$ cat src/rtl/fxp_pkg.sv
// Fixed-point helpers for fxp_complex_multiplier: the SHIFT derivation, the
// saturation bounds and the shared round/saturate kernel.
package fxp_pkg;

  localparam int WIDE_W = 64;

  typedef logic signed [WIDE_W-1:0] wide_t;

  typedef struct packed {
    logic  sat;
    wide_t value;
  } rs_result_t;

  function automatic int shiftOf(input int fracA, input int fracB, input int fracP);
    return fracA + fracB - fracP;
  endfunction

  function automatic wide_t satMax(input int width);
    return (wide_t'(1) <<< (width - 1)) - wide_t'(1);
  endfunction

  function automatic wide_t satMin(input int width);
    return -(wide_t'(1) <<< (width - 1));
  endfunction

  // Optional half-LSB bias goes in before the floor shift, and clamping comes last.
  function automatic rs_result_t roundSat(input wide_t x, input int shift,
                                          input int width, input logic roundEn);
    rs_result_t r;
    wide_t      t;
    t = x;
    if (roundEn && shift > 0) t = t + (wide_t'(1) <<< (shift - 1));
    t = t >>> shift;
    r.sat   = 1'b0;
    r.value = t;
    if (t > satMax(width)) begin
      r.sat   = 1'b1;
      r.value = satMax(width);
    end else if (t < satMin(width)) begin
      r.sat   = 1'b1;
      r.value = satMin(width);
    end
    return r;
  endfunction

endpackage

$ cat src/rtl/fxp_round_sat.sv
// Scales one wide complex-product component down to the output Q-format.
// Define FXP_CMUL_ROUND_EN for round-half-up; otherwise the shift truncates (floor).
module fxp_round_sat
  import fxp_pkg::*;
#(
  parameter int IN_W  = 33,
  parameter int OUT_W = 16,
  parameter int SHIFT = 15
) (
  input  logic [IN_W-1:0]  val_i,
  output logic [OUT_W-1:0] val_o,
  output logic             sat_o
);

`ifdef FXP_CMUL_ROUND_EN
  localparam logic ROUND_EN = 1'b1;
`else
  localparam logic ROUND_EN = 1'b0;
`endif

  rs_result_t res;
  logic       unusedBits;

  always_comb begin
    res = roundSat(wide_t'($signed(val_i)), SHIFT, OUT_W, ROUND_EN);
  end

  assign val_o      = res.value[OUT_W-1:0];
  assign sat_o      = res.sat;
  assign unusedBits = ^res.value[WIDE_W-1:OUT_W];

endmodule

$ cat src/rtl/fxp_complex_multiplier.sv
// Three-stage streaming complex multiplier P = A*B or A*conj(B) with saturation.
// Build with FXP_CMUL_ROUND_EN for round-half-up; the default build truncates.
module fxp_complex_multiplier
  import fxp_pkg::*;
#(
  parameter int DATA_W = 16,
  parameter int FRAC_A = 15,
  parameter int FRAC_B = 15,
  parameter int FRAC_P = 15
) (
  input  logic              clk,
  input  logic              reset,
  input  logic              in_valid,
  output logic              in_ready,
  input  logic [DATA_W-1:0] a_re,
  input  logic [DATA_W-1:0] a_im,
  input  logic [DATA_W-1:0] b_re,
  input  logic [DATA_W-1:0] b_im,
  input  logic              conj_b,
  output logic              out_valid,
  input  logic              out_ready,
  output logic [DATA_W-1:0] p_re,
  output logic [DATA_W-1:0] p_im,
  output logic              p_sat,
  output logic              sat_sticky,
  input  logic              clear_sat
);

  localparam int SHIFT  = shiftOf(FRAC_A, FRAC_B, FRAC_P);
  localparam int PROD_W = 2 * DATA_W;
  localparam int SUM_W  = 2 * DATA_W + 1;

  if (SHIFT < 0 || SHIFT > 2 * DATA_W - 2) begin : gBadShift
    $error("fxp_complex_multiplier: SHIFT must lie in 0..2*DATA_W-2");
  end
  if (DATA_W < 2 || DATA_W > 31) begin : gBadWidth
    $error("fxp_complex_multiplier: DATA_W must lie in 2..31");
  end

  typedef logic signed [PROD_W-1:0] prod_t;
  typedef logic signed [SUM_W-1:0]  sum_t;

  logic              ce;
  logic              v1_q, v2_q, v3_q;
  logic [DATA_W-1:0] aRe_q, aIm_q, bRe_q, bIm_q;
  logic              conj_q;
  prod_t             rr_d, ii_d, ri_d, ir_d;
  prod_t             rr_q, ii_q, ri_q, ir_q;
  sum_t              sumRe, sumIm;
  logic [DATA_W-1:0] rndRe, rndIm;
  logic              satRe, satIm;
  logic [DATA_W-1:0] pRe_q, pIm_q;
  logic              pSat_q;
  logic              sticky_q, sticky_d;

  // A held output beat freezes every stage at once.
  assign ce       = !(v3_q && !out_ready);
  assign in_ready = ce;

  always_ff @(posedge clk) begin
    if (reset) begin
      v1_q <= 1'b0;
      v2_q <= 1'b0;
    end else if (ce) begin
      v1_q <= in_valid;
      v2_q <= v1_q;
    end
  end

  always_ff @(posedge clk) begin
    if (ce && in_valid) begin
      aRe_q  <= a_re;
      aIm_q  <= a_im;
      bRe_q  <= b_re;
      bIm_q  <= b_im;
      conj_q <= conj_b;
    end
  end

  // Conjugation flips the sign of the bi products, never of an operand, so -2^(DATA_W-1) is safe.
  always_comb begin
    rr_d = prod_t'($signed(aRe_q)) * prod_t'($signed(bRe_q));
    ir_d = prod_t'($signed(aIm_q)) * prod_t'($signed(bRe_q));
    ii_d = prod_t'($signed(aIm_q)) * prod_t'($signed(bIm_q));
    ri_d = prod_t'($signed(aRe_q)) * prod_t'($signed(bIm_q));
    if (conj_q) begin
      ii_d = -ii_d;
      ri_d = -ri_d;
    end
  end

  always_ff @(posedge clk) begin
    if (ce && v1_q) begin
      rr_q <= rr_d;
      ii_q <= ii_d;
      ri_q <= ri_d;
      ir_q <= ir_d;
    end
  end

  assign sumRe = sum_t'(rr_q) - sum_t'(ii_q);
  assign sumIm = sum_t'(ir_q) + sum_t'(ri_q);

  fxp_round_sat #(.IN_W(SUM_W), .OUT_W(DATA_W), .SHIFT(SHIFT)) uRoundRe (
    .val_i(sumRe),
    .val_o(rndRe),
    .sat_o(satRe)
  );

  fxp_round_sat #(.IN_W(SUM_W), .OUT_W(DATA_W), .SHIFT(SHIFT)) uRoundIm (
    .val_i(sumIm),
    .val_o(rndIm),
    .sat_o(satIm)
  );

  always_ff @(posedge clk) begin
    if (reset) begin
      v3_q   <= 1'b0;
      pRe_q  <= '0;
      pIm_q  <= '0;
      pSat_q <= 1'b0;
    end else if (ce) begin
      v3_q <= v2_q;
      if (v2_q) begin
        pRe_q  <= rndRe;
        pIm_q  <= rndIm;
        pSat_q <= satRe | satIm;
      end
    end
  end

  // A saturated beat leaving the block beats a simultaneous clear.
  always_comb begin
    sticky_d = sticky_q;
    if (clear_sat) sticky_d = 1'b0;
    if (v3_q && out_ready && pSat_q) sticky_d = 1'b1;
  end

  always_ff @(posedge clk) begin
    if (reset) sticky_q <= 1'b0;
    else       sticky_q <= sticky_d;
  end

  assign out_valid  = v3_q;
  assign p_re       = pRe_q;
  assign p_im       = pIm_q;
  assign p_sat      = pSat_q;
  assign sat_sticky = sticky_q;

endmodule

$ cat config.mk
export PLATFORM = sky130hd
export DESIGN_NAME = fxp_complex_multiplier
export DESIGN_NICKNAME = d
export VERILOG_FILES = /design/src/rtl/fxp_pkg.sv /design/src/rtl/fxp_round_sat.sv /design/src/rtl/fxp_complex_multiplier.sv
export SDC_FILE = /design/constraint.sdc
export NUM_CORES = 2
export LEC_CHECK = 0
export BUFFER_PORTS_ARGS = -buffer_cell sky130_fd_sc_hd__buf_4
export CORE_UTILIZATION = 63
export DETAILED_ROUTE_END_ITERATION = 16
export GPL_TIMING_DRIVEN = 0
export PLACE_DENSITY = 0.8
export SYNTH_ARGS = -nofsm -noshare
export SYNTH_HDL_FRONTEND = slang
export SYNTH_SLANG_ARGS = --single-unit
$ cat constraint.sdc
create_clock -name clk -period 8.9 [get_ports clk]
set_clock_uncertainty 0.05 [all_clocks]
set_input_delay 0.89 -clock clk [delete_from_list [all_inputs] [get_ports clk]]
set_output_delay 0.89 -clock clk [all_outputs]
set_load 0.05 [all_outputs]
==> flow_metrics.py <==
metrics = {
    "synthesis": {
        "synth_fa_ha_area_share_pct": 51.1,
        "synth_cell_types": 78,
        "syn_nets": 6862,
        "ys.warnings.count": 0,
        "seq_area_frac_synth_pct": 12.9,
        "syn-instance-count": 5352,
        "syn_area_per_cell_um2": 9.47,
        "synth-edff-count": 193,
        "synth_top_area_share_pct": 41.4,
        "synth_top_family_by_area": "adder cells",
        "synth_xor_xnor_area_share_pct": 3.73,
        "synth_flop_cell": "edfxtp_1",
        "yosys.area_share.simple_pct": 14.9,
        "yosys_register_bits": 230,
        "async_flop_share_pct": 0,
        "yosysTopAreaCell": "fa_1",
        "synth.area.mux_share_pct": 0.104,
        "synth_area_um2": 50700,
        "synthTopCellsByArea": "fa_1 (41%), edfxtp_1 (11%), ha_1 (9.7%)",
        "synth_compound_gate_area_share_pct": 6.70,
    },
    "sta": {
        "fmax_mhz": 111,
        "drv_slew": 0,
        "worst_pin_slew_ps": 1430,
        "relSlewSlack_pct": 4.46,
        "post-route-period-util_pct": 101,
        "setup-tns-final_ps": -72.3,
        "hold_violations": 0,
        "setup_violations": 1,
        "finalCriticalPeriod_ps": 8970,
        "worst_slack_ps": -72.3,
    },
    "critical_path": {
        "crit_path_top_delay_cell": "clkbuf_1",
        "crit_chain": "clkbuf_1 > nand2_1 > fa_1 > fa_1 > fa_1 > inv_1 > fa_1 > fa_1 > inv_1 > fa_1 > inv_1 > ha_1 > a21oi_1 > o21ai_0 > o2bb2ai_1 > nor3_1 > a21o_1 > xnor2_1 > a2111oi_1 > nand4_1 > o21ai_1 > xor2_1",
        "crit_required_ps": 9160,
        "r2r-start": "aRe_q[11]$_DFFE_PP_",
        "arrival_ps": 9240,
        "path_class": "reg2reg",
        "crit_top_cell": "fa_1",
        "crit_start": "aRe_q[11]$_DFFE_PP_",
        "max_stage_delay_ps": 830,
        "startpoint_type": "register",
        "cp_max_fo": 10,
        "end_kind": "register",
    },
    "routing": {
        "via_count": 39000,
        "vias_per_cell": 5.93,
        "drc": 0,
        "drtIter0Drc": 3985,
        "drtAntennaViolNets": 0,
        "routed_wl_um": 161000,
        "first_pass_iters": 8,
        "drt-wirelength-per-cell_um": 24.4,
    },
    "layout": {
        "area_growth_pct": 6.22,
        "mostFrequentLayoutCell": "inv_1",
        "multiInputGateArea_um2": 38800,
        "fillers": 6286,
        "fin_nets": 7000,
        "finalInstanceArea_um2": 53800,
        "final_cell_mix": "inv_1 (1192), fa_1 (1048), nand2_1 (631), and2_1 (478), ha_1 (392)",
        "regArea_um2": 6540,
        "drive_gt1_share_pct": 4.21,
        "fin_cells": 6568,
    },
    "placement": {
        "dp_hpwl_um": 132000,
        "place_ws_ps": -174,
        "portBuffers": 104,
        "placed_area_um2": 52900,
        "gp_routability_congestion": 1.10,
        "post-place-cells": 6509,
    },
    "clocking": {
        "clock_sinks": 230,
        "cts-root-buf": "clkbuf_16",
        "cts_buffers": 27,
        "clk_latency_ps": 660,
        "cts-htree-levels": 1,
        "clk_path_buf_depth": 3,
        "clkTransAtPathRegs_ps": 80,
        "cts_tree": "built",
    },
    "die": {
        "fp.dieW_um": 286,
        "start_util_pct": 64.0,
        "coreArea_um2": 79300,
        "io_pins": 106,
        "die_area_um2": 81600,
        "rows": 103,
        "dieHeight_um": 286,
    },
    "global_routing": {
        "grt_use_met2_pct": 57.0,
        "grt_pass1_wl_um": 240000,
        "grt_max_degree": 75,
        "grt_use_met1_pct": 52.4,
        "gr-total-overflow": 0,
        "antenna_found_initial": 12,
        "grt_usage_pct": 40.4,
        "grt-busiest-layer": "met2",
        "grt_pass1_vias": 39900,
        "globalRouteMet3Util_pct": 14.1,
    },
    "status": {
        "status": "finished, violations left",
        "violations": "negative setup slack",
    },
    "worst_hold_path": {
        "min_from": "a_im[6]",
        "hp-class": "in2reg",
    },
    "run": {
        "max_cap_violations": 0,
    },
}
[cells by family (layout without fill, tap and decap cells)]
logic type      after synthesis  after routing
compound gates              513            513
xor+xnor                    216            216
fa+ha+maj                  1441           1441
buf+inv                    1429           1586
flops                       230            230
mux                           5              5
other cells                   0              9
simple gates               1518           1518
[final cells by class]
type | instances | share of cell area (%)
Buffer | 237 | 1.76
Clock inverter | 15 | 0.325
Sequential cell | 230 | 12.1
Multi-Input combinational cell | 3693 | 72.1
Antenna cell | 9 | 0.0418
Inverter | 1192 | 8.31
Tap cell | 1050 | 2.44
Clock buffer | 33 | 1.30
Timing Repair Buffer | 109 | 1.62
[critical path, delay by kind of cell (launching register included)]
kind / cells / cell delay, ps
and+or+nand+nor: 3 / 1030
adders and majority gates: 7 / 3390
xor gates and xnor gates: 2 / 870
buffers and inverters: 4 / 970
AOI/OAI and AO/OA: 6 / 1760
DFF: 1 / 550
[synthesized netlist by cell type, drive strengths merged (58+ instances only)]
| master | count |
|---|---|
| inv | 1192 |
| fa | 1048 |
| nand2 | 631 |
| and2 | 482 |
| ha | 392 |
| clkbuf | 230 |
| edfxtp | 193 |
| xnor2 | 163 |
| a21oi | 147 |
| nor2 | 138 |
| o21ai | 91 |
| nand2b | 59 |
| nand3 | 58 |
[routing by layer]
metal,vias up,routed length [um]
met3,583,22600
met4,16,13800
met5,-,415
met2,2514,65500
li1,16600,-
met1,19200,58300
[final timing paths]
path                             to  slack [ps]  cells after the start
max              ri_q[30]$_DFFE_PP_         -70                     22
min              aIm_q[6]$_DFFE_PP_         360                      1
max reg2reg      ri_q[30]$_DFFE_PP_         -70                     22
min reg2reg  out_valid$_SDFFE_PP0N_         420                      2
[per-stage QoR]
stage | utilization, % | hold slack (ps)
2_1_floorplan | - | 392
3_3_place_gp | 66.6 | 399
3_5_place_dp | 66.7 | 410
4_1_cts | 67.8 | 353
5_1_grt | 67.9 | 371
6_report | 67.9 | 356
[registers in the layout, indices dropped and copies added (netlist names), 16 cells and up]
name   count
aIm_q     16
aRe_q     16
bIm_q     16
bRe_q     16
ii_q      32
ir_q      32
p_im      16
p_re      16
ri_q      32
rr_q      32
[what timing repair did]
item	CTS	global route
pin swaps	0	2
hold buffers	0	0
buffers inserted	0	2
resized for setup	6	95
setup endpoints to repair	6	15
Power is left out: the tool's default activity adds up to more than one toggle a clock period on the data nets, which glitch-free logic cannot reach.
